File: config.mk
export PLATFORM = sky130hd
export DESIGN_NAME = fifo_write_scheduler
export DESIGN_NICKNAME = d
export VERILOG_FILES = /design/src/rtl/fifo_write_scheduler.sv
export SDC_FILE = /design/constraint.sdc
export NUM_CORES = 1
export LEC_CHECK = 0
export CORE_ASPECT_RATIO = 1.5
export CORE_UTILIZATION = 44
export DETAILED_ROUTE_END_ITERATION = 8
export GPL_TIMING_DRIVEN = 0
export PLACE_DENSITY = 0.85
export SYNTH_ARGS = -nofsm -noshare
export SYNTH_HDL_FRONTEND = slang
export SYNTH_SLANG_ARGS = --single-unit
File: constraint.sdc
create_clock -name sys_clk -period 4.6 [get_ports sys_clk]
set_clock_uncertainty 0.2 [all_clocks]
set_input_delay 0.92 -clock sys_clk [delete_from_list [all_inputs] [get_ports sys_clk]]
set_output_delay 0.92 -clock sys_clk [all_outputs]
set_load 0.1 [all_outputs]
File: src/rtl/fifo_write_scheduler.sv
// fifo_write_scheduler: arbitrates NUM_REQ requesters onto one FIFO write
// port. Round-robin owner selection with bursts of up to BURST_LEN words,
// zero-latency combinational grant, and an accepted-word counter.
module fifo_write_scheduler #(
    parameter int NUM_REQ   = 4,
    parameter int WIDTH     = 8,
    parameter int BURST_LEN = 4
) (
    input  logic                       sys_clk,
    input  logic                       sys_rst_in,
    input  logic [NUM_REQ-1:0]         req_in,
    input  logic [NUM_REQ*WIDTH-1:0]   data_in,
    input  logic                       full_in,
    output logic [NUM_REQ-1:0]         grant_out,
    output logic                       write_out,
    output logic [WIDTH-1:0]           data_write_out,
    output logic [$clog2(NUM_REQ)-1:0] owner_out,
    output logic                       busy_out,
    output logic [15:0]                words_written_out
);

    localparam int OW = $clog2(NUM_REQ);
    localparam int CW = $clog2(BURST_LEN) + 1;
    localparam logic [OW:0]   NREQ_W  = (OW+1)'(NUM_REQ);
    localparam logic [CW-1:0] LAST_CNT = CW'(BURST_LEN - 1);

    typedef enum logic {IDLE, OWN} state_t;

    state_t        state_q, state_d;
    logic [OW-1:0] owner_q, owner_d;
    logic [OW-1:0] rr_ptr_q, rr_ptr_d;
    logic [CW-1:0] burst_cnt_q, burst_cnt_d;
    logic [15:0]   words_q, words_d;

    logic [NUM_REQ-1:0] grant;
    logic [OW-1:0]      cand;
    logic               cand_vld;

    // Pointer to the requester after p, wrapping at NUM_REQ.
    function automatic logic [OW-1:0] next_ptr(input logic [OW-1:0] p);
        logic [OW:0] s;
        s = {1'b0, p} + (OW+1)'(1);
        if (s >= NREQ_W) s = '0;
        return s[OW-1:0];
    endfunction

    // Round-robin candidate: first active request at rr_ptr, rr_ptr+1, ...
    // Scanning offsets downward lets the smallest offset win.
    always_comb begin
        logic [OW:0] idx;
        cand     = '0;
        cand_vld = 1'b0;
        idx      = '0;
        for (int k = NUM_REQ - 1; k >= 0; k--) begin
            idx = {1'b0, rr_ptr_q} + (OW+1)'(k);
            if (idx >= NREQ_W) idx = idx - NREQ_W;
            if (req_in[idx[OW-1:0]]) begin
                cand     = idx[OW-1:0];
                cand_vld = 1'b1;
            end
        end
    end

    // Next-state and grant decision; reset suppresses any grant.
    always_comb begin
        state_d     = state_q;
        owner_d     = owner_q;
        rr_ptr_d    = rr_ptr_q;
        burst_cnt_d = burst_cnt_q;
        grant       = '0;
        if (!sys_rst_in) begin
            case (state_q)
                IDLE: begin
                    // Ownership is never taken while the FIFO is full.
                    if (cand_vld && !full_in) begin
                        grant[cand] = 1'b1;
                        if (BURST_LEN == 1) begin
                            rr_ptr_d = next_ptr(cand);
                        end else begin
                            state_d     = OWN;
                            owner_d     = cand;
                            burst_cnt_d = CW'(1);
                        end
                    end
                end
                OWN: begin
                    if (!req_in[owner_q]) begin
                        // Owner released early: one bubble, then re-arbitrate.
                        rr_ptr_d    = next_ptr(owner_q);
                        burst_cnt_d = '0;
                        state_d     = IDLE;
                    end else if (!full_in) begin
                        grant[owner_q] = 1'b1;
                        if (burst_cnt_q == LAST_CNT) begin
                            burst_cnt_d = '0;
                            rr_ptr_d    = next_ptr(owner_q);
                            state_d     = IDLE;
                        end else begin
                            burst_cnt_d = burst_cnt_q + CW'(1);
                        end
                    end
                    // full_in with request held: stall, everything holds.
                end
                default: state_d = IDLE;
            endcase
        end
    end

    // Write port mux: granted requester's slice, zero when idle.
    always_comb begin
        data_write_out = '0;
        for (int i = 0; i < NUM_REQ; i++) begin
            if (grant[i]) data_write_out = data_in[i*WIDTH +: WIDTH];
        end
    end

    // Accepted-word counter wraps naturally at 16 bits.
    always_comb begin
        words_d = words_q + {15'd0, |grant};
    end

    // State registers with synchronous reset.
    always_ff @(posedge sys_clk) begin
        if (sys_rst_in) begin
            state_q     <= IDLE;
            owner_q     <= '0;
            rr_ptr_q    <= '0;
            burst_cnt_q <= '0;
            words_q     <= '0;
        end else begin
            state_q     <= state_d;
            owner_q     <= owner_d;
            rr_ptr_q    <= rr_ptr_d;
            burst_cnt_q <= burst_cnt_d;
            words_q     <= words_d;
        end
    end

    assign grant_out         = grant;
    assign write_out         = |grant;
    assign owner_out         = (!sys_rst_in && state_q == OWN) ? owner_q : '0;
    assign busy_out          = !sys_rst_in && (state_q == OWN);
    assign words_written_out = words_q;

endmodule
* Word level (Yosys, flattened, before mapping)
Index checks and enable logic that the tools add are counted.
Widths: inputs -> output; s select.
** Operators by class
- Magnitude comparators :: 13
- Equality and inequality tests :: 5
- Reductions and logical operators :: 10
- Bitwise logic cells :: 1
- Add/subtract/negate cells :: 10
- Mux-type cells :: 50
** Operators by type and width (count)
- $mux 8 :: 4
- $mux 2 :: 13
- $lt 2x3->1 const B :: 6
- $add 16x1->16 :: 1
- $mux 4 :: 4
- $mux 1 :: 15
- $ge 3x3->1 const B :: 4
- $mux 3 :: 4
- $bmux 1 s2 :: 5
- $pmux 4 s2 :: 1
- $sub 2x1->2 const B :: 4
- $add 2x1->3 const B :: 2
- $add 2x2->3 const B :: 2
- $pmux 3 s2 :: 1
- $demux 1 s2 :: 2
- $ge 2x1->1 const B :: 2
- $logic_and 1x1->1 :: 4
- $ne 2x2->1 const B :: 2
- $reduce_and 2->1 :: 2
- $reduce_or 4->1 :: 1
- $add 3x1->3 const B :: 1
- $eq 3x2->1 const B :: 1
- $ge 2x3->1 const B :: 1
- $ne 3x3->1 const B :: 1
- other kinds (5) :: 6
** Word-level totals
- Word-level logic and storage cells :: 94
- Register bits after elaboration :: 24

* Depth between registers and ports, before layout
- Depth in word-level cells :: 20
- Mapped depth :: 13

* Worst setup path after synthesis
OpenSTA, ideal clock, no wires.
- Kind :: input -> output
- From :: input sys_rst_in
- To :: output data_write_out[0]
- Required time :: 3.480 ns
- Path slack :: -2.259 ns
- Data arrival time :: 5.739 ns
- Cell stages on the path :: 7
- Cells stage by stage :: clkbuf_1 > nor2b_1 > and3b_4 > a32o_1 > clkbuf_1 > a21oi_1 > a21oi_1
** On the way
- Elaborated cells between the ends (all ways) :: 5
** RTL lines
- start, declared :: line 10 : input logic sys_rst_in,
- $mux 4 :: line 71 : if (!sys_rst_in) begin
- via grant_out[1] :: line 14 : output logic [NUM_REQ-1:0] grant_out,
- $mux 8 (3 in series) :: line 113 : if (grant[i]) data_write_out = data_in[i*WIDTH +: WIDTH];
- end, declared :: line 16 : output logic [WIDTH-1:0] data_write_out,
The timed path passes the listed nets, and every way through them passes these cells.

* Final worst setup path
- From :: input req_in[3]
- To :: output data_write_out[5]
** On the way
- Longest elaborated chain between the ends :: 17
- Elaborated cells between the ends (all ways) :: 32
** Ends and longest elaborated chain
- start, declared :: line 11 : input logic [NUM_REQ-1:0] req_in,
- $bmux 1 s2 :: line 57 : if (req_in[idx[OW-1:0]]) begin
- $mux 1 (not written as such) :: line 57
- $mux 2 (4 in series) :: line 57
- $lt 2x3->1 (not written as such) or $ge 2x1->1 (tied branches) :: line 76 : grant[cand] = 1'b1;
- $logic_and 1x1->1 (not written as such) :: line 76
- $mux 1 (not written as such) :: line 76
- $demux 1 s2 :: line 76
- $mux 4 :: line 75 : if (cand_vld && !full_in) begin
- $pmux 4 s2 * :: line 72 : case (state_q)
- $mux 4 * :: line 71
- $mux 8 (3 in series) :: line 113
- $mux 8 * :: line 113
Every way passes the cells marked *; elsewhere a longest branch is shown, timed or not. The select of a mux whose other input is x is not followed.

==> metrics <==
crit-path cells clkdlybuf4s50_1 -> mux4_2 -> and3b_4 -> and2_1 -> buf_6 -> a31oi_4 -> o32ai_1 -> a21oi_4 -> buf_4; CTS root buffer clkbuf_8; Ports 71; critical path fanouts, max 10; Synth Warn # 0; largest area contributor in the netlist dfxtp_1; WL final roughly 4.6 mm; vias 1,667; H-tree depth 1; core area between 3000 and 4000 µm²; crit start category input pin; global-route wire length before repair 6.89 mm; share of layout cells above drive strength 1 15.5%; CP Data Required Time between 3 and 4 ns; die area 3700 µm²; syn_area_per_cell 8.10 µm²; multi-input combinational cell area 1130 µm²; crit end category output pin; die height about 74 µm; drt via density between 5 and 6; area of the mapped netlist 1520 µm²; DRT met1 WL roughly 1.7 mm; CP max stage delay between 0.5 and 0.6 ns; post-synthesis register bit count 24; CTS tree built; # diodes 0; Worst-path clk slew about 0.08 ns; period utilization 98.8%; clk_lat worst skew 0.26 ns; port bufs just under 70; Final setup viols 0; CTS Buffer Depth 2; Critical Path AT approximately 3.4 ns; Synth top area share 31.6%; Worst Max-Slew Pin Slew just under 1 ns; routability cong. ~0.84; CTS Sinks 24; status finished clean; hold buffer count at CTS 0; DRT antenna net count 0; vias in the first global route between 1,500 and 2,000; Layout area overhead 63.6%; WL met2 2.37 mm; critical path class input pin to output pin; filler instances ~260; largest net degree at the start of global routing 15; Starting Density roughly 47%; Top Layer Used met4; drt initial violations 36; placed cell areas 2360 µm²; fmax ~0.22 GHz; final routed DRC violation total 0; wire length per cell ~15 µm; max-slew violations 0; dpl hpwl approximately 3.3 mm; crit path max-delay cell type mux4_2; Design Area, Final 2490 µm²; final net count ~310; placed cell count a little under 300; overall power between 600 and 700 µW; Reg area 480 µm²; Synth Instances between 150 and 200; setup_tns 0 ns; max-cap violations 0; initial antenna violation count 0; P per Cell Area 243 nW/µm²; Slew headroom a little over a third; Synth Net Count 235; worst min-delay path class flop to flop; Synth area leaders dfxtp_1 32%, a21oi_1 7.2%, ha_1 6.6%; final cell count without fillers 304; sequential area share after synthesis between 30% and 40%; cell row count 25; metal3 WL approximately 380 µm; drt pass-1 iters 4; Leak Pwr between 0.9 and 1 nW; clock period minus worst slack about 4.5 ns; Worst IR Drop VDD roughly 260 µV; die width about 50 µm; CTS Buf Count 3; grt ovf 0; gr usage total between 20% and 30%; Netlist cell types 38; final hold vios 0
-- worst max-delay path: cells and delay by family --
kind / cells / cell delay [ns]
AND/OR/NAND/NOR: 2 / 0.39
buffers and inverters: 3 / 0.95
AO/OA/AOI/OAI: 3 / 0.56
multiplexers: 1 / 0.58
-- synth_stat cells, drive strengths merged --
master / n
o22a: 1
xnor2: 4
mux2i: 3
o21ai: 6
nand4: 3
nand3: 15
a21oi: 22
o31ai: 2
buf: 1
o32ai: 8
nand2b: 2
nand2: 12
and4: 1
nor2: 24
dfxtp: 24
or3: 2
and3: 4
nor3: 2
a31oi: 3
ha: 8
nor2b: 3
inv: 7
mux4: 1
nor3b: 1
xor2: 10
o22ai: 1
and4b: 1
a21boi: 1
a211oi: 1
o31a: 1
and3b: 1
o21a: 1
a32o: 1
clkbuf: 6
and2: 3
nor4: 2
-- repair_timing --
action,in CTS,in global routing
hold endpoints to repair,0,0
setup endpoints to repair,12,12
resized for setup,32,45
setup buffers,0,3
cloned,0,1
pin swaps,0,1
-- cell usage in the layout (no fill, tap or decap), drive strengths merged, types with 2 or more instances in the layout --
cell type       n
a21oi          22
and3            4
dfxtp          24
nand4           3
buf            12
o32ai           8
nor3            2
inv             7
xor2           10
nor2           24
clkbuf         10
xnor2           4
nand3          15
nand2          12
or3             2
a31oi           4
ha              8
nor2b           3
nor4            2
nand2b          2
clkdlybuf4s50  56
o21ai           6
and2            3
o31ai           2
mux2i           3
-- final cells by class --
| type | count | share of cell area (%) |
|---|---|---|
| clock inverters | 1 | 1.21 |
| flip-flops and latches | 24 | 19.3 |
| well taps | 40 | 2.01 |
| plain buffers | 6 | 1.26 |
| repair buffers | 72 | 28.1 |
| clock buffers | 3 | 1.66 |
| inverters | 7 | 1.05 |
| multi-input cells | 151 | 45.4 |
-- through the flow --
step                hold slack, ns  setup slack [ns]  util (%)
finish                       0.270            0.0563      77.3
global route                 0.289           -0.0368      77.3
CTS                          0.267            -0.257      75.6
detailed placement           0.257            -0.855      73.2
global placement             0.245            -0.836      73.2
floorplan                    0.236            -0.178         -
-- flip-flops by register name, indices dropped and copies added, names as in the netlist --
register	flops
state_q	1
burst_cnt_q	3
words_written_out	16
owner_q	2
rr_ptr_q	2
-- kinds of logic after synthesis --
family / Yosys count / synth area share [%]
compound gates: 48 / 21.0
xor+xnor: 14 / 8.05
fa+ha+maj: 8 / 6.57
buf+inv: 14 / 3.94
flops: 24 / 31.6
mux: 4 / 3.45
simple gates: 76 / 25.5
-- final timing paths --
path / startpoint / slack [ns] / to / cells after the start
worst max-delay path: req_in[3] / 0.06 / data_write_out[5] / 9
worst min-delay path: burst_cnt_q[1] / 0.27 / burst_cnt_q[1] / 2
worst max register to register: owner_q[1] / 1.50 / words_written_out[12] / 12
worst min register to register: burst_cnt_q[1] / 0.27 / burst_cnt_q[1] / 2
-- routing by layer --
| metal | vias up | global-route usage, % |
|---|---|---|
| li1 | 831 | - |
| met3 | 9 | 5.11 |
| met1 | 751 | 22.8 |
| met2 | 76 | 48.3 |
| met4 | 0 | 6.67 |
| met5 | - | 0 |
-- power by group --
group          internal [mW]  switching [mW]
Sequential             0.213         0.00632
Clock                  0.116          0.0626
Combinational         0.0739           0.133
Total                  0.403           0.202
No activity file was read; power rests on OpenSTA's default activity.
==> RTL change (same settings) <==
Make the reset (`sys_rst_in`) asynchronous in one clocked block. Comments in the files are not updated.
--- a/src/rtl/fifo_write_scheduler.sv
+++ b/src/rtl/fifo_write_scheduler.sv
@@ -121,5 +121,5 @@
 
     // State registers with synchronous reset.
-    always_ff @(posedge sys_clk) begin
+    always_ff @(posedge sys_clk or posedge sys_rst_in) begin
         if (sys_rst_in) begin
             state_q     <= IDLE;
Behaviour: differs if sys_rst_in is asserted again (counterexample within 4 cycles, from zero or initial values and one cycle with sys_rst_in high); with sys_rst_in held inactive, the same outputs for 10 cycles.
==> RTL change against the original RTL <==
Synthesized area increased by 5.2%. Sequential cell count unchanged. Global-route usage increased by 0.078 points. Via count increased by 0.66%. Wire length decreased by 1.8%. Sequential share of layout area increased by 3.5 points. Worst setup slack improved by 2.5 ps. Final area increased by 5.9%.
Power is not compared: it rests on default switching activity, and its combinational part moved more than twofold at a synthesized area within 25%.
==> RTL change: results (changes against the original RTL) <==
- Synth Area in XOR/XNOR: 7.66% (-0.40 points)
- Status: completed
- Worst Hold Margin: 272 ps (+1.62 ps)
- Nets@finish: 300 (-3.8%)
- Count of multi-input combinational gates: 135 (-11%)
- Gpl congestion: 0.831 (-0.68%)
- Pwr Total: about 1.4 mW
- Critical R2R Launch: owner_q[1]
- Area of the multi-input gates: 0.00112 mm2 (-1.0%)
- Wire length on met2: 2.56 mm (+8.1%)
- Final clock-cell share: 2.70% (-0.16 points)
- Synth Area in Compound Gates: 22.4% (+1.5 points)
- Number of vias per cell: 5.71 (+4.1%)
- Slew headroom: 35.6% (+0.89 points)
- Lkg Pwr: roughly 1.1 nW
- Number of global-route vias before repair: 1626 (+1.3%)
- Grt met1 use: 24.6% (+1.8 points)
- Crit-path max FO: 8 (-2)
- Reg2reg end: words_written_out[15]
- DR WL met3: 293 um (-24%)
- Adder-cell share of the synthesized area: 6.25% (-0.32 points)
- Synth Flop Type: dfrtp_1
- Met2 Use GR: 48.8% (+0.53 points)
- Final WL: 4.48 mm (-1.8%)
- Hold Path Depth: 1 (-1)
- P_comb: 0.918 mW
- Worst setup endpoint: data_write_out[3]
- Worst slack, placed: -1090 ps (-234 ps)
- Hold endpoint: words_written_out[15]
- M1 WL: 1.59 mm (-7.8%)
- Post-synth ARST share: 100% (+100 points)
- Clock Latency Late Sink: 260 ps (about the same)
- Yosys warnings: 0 (unchanged)
- PostCTS Resize Cnt: 69 (+120%)
- Reg2reg setup slack: 1150 ps (-350 ps)
- Final HPWL DP: 3.44 mm (+3.6%)
- Non-clock buffer share: 27.9% (-1.5 points)
- Layout cells sized above 1: 16.7% (+1.1 points)
- Post-synthesis net count: 224 (-4.7%)
- Seq area share: 22.8% (+3.5 points)
- Violation count after the first detailed-route iteration: 27 (-25%)
- Worst Hold Launch: words_written_out[15]
- Total GRT Usage: 23.7% (+0.078 points)
- Non-clock inverters: 14 (+7)
- First-pass GRT wire length: 7.01 mm (+1.7%)
- Post-synthesis sequential area ratio: 37.5% (+5.9 points)
- GR Layer Usage met3: 2.99% (-2.1 points)
- Fin crit period: 4540 ps (-2.45 ps)
- Non-clk bufs: 75 (-3.8%)
- Post-synthesis mux area share: 2.81% (-0.64 points)
- Post-synth cell types: 43 (+13%)
- Reg2Reg Depth: 11 (-1)
- Post-synth top cells: dfrtp_1 (24), nand2_1 (20), o21ai_0 (14), inv_1 (13), nor2_1 (11)
[RTL change: cell count changes in the layout (fill, tap and decap cells not counted), sizes merged, moves of 4 or more]
cell	before	now
o221ai	0	8
xnor2	4	9
xor2	10	5
a21oi	22	5
nor2	24	11
nand3	15	6
a22oi	0	9
dfrtp	0	24
o32ai	8	0
inv	7	12
o21ai	6	15
nand2	12	22
clkbuf	10	6
dfxtp	24	0
[RTL change: worst max-delay path: cells and delay by family]
kind / cells / cell delay (ps)
AOI/OAI and AO/OA: 2 / 550
buffers and inverters: 2 / 780
muxes: 1 / 590
and+or+nand+nor: 2 / 560
[RTL change: stage by stage]
step           instance area, um2  cells  TNS (ps)
2_1_floorplan                1770    177         0
3_3_place_gp                 2510    288     -9660
3_5_place_dp                 2510    288     -9930
4_1_cts                      2580    293         0
5_1_grt                      2640    294     -1.71
6_report                     2640    294         0
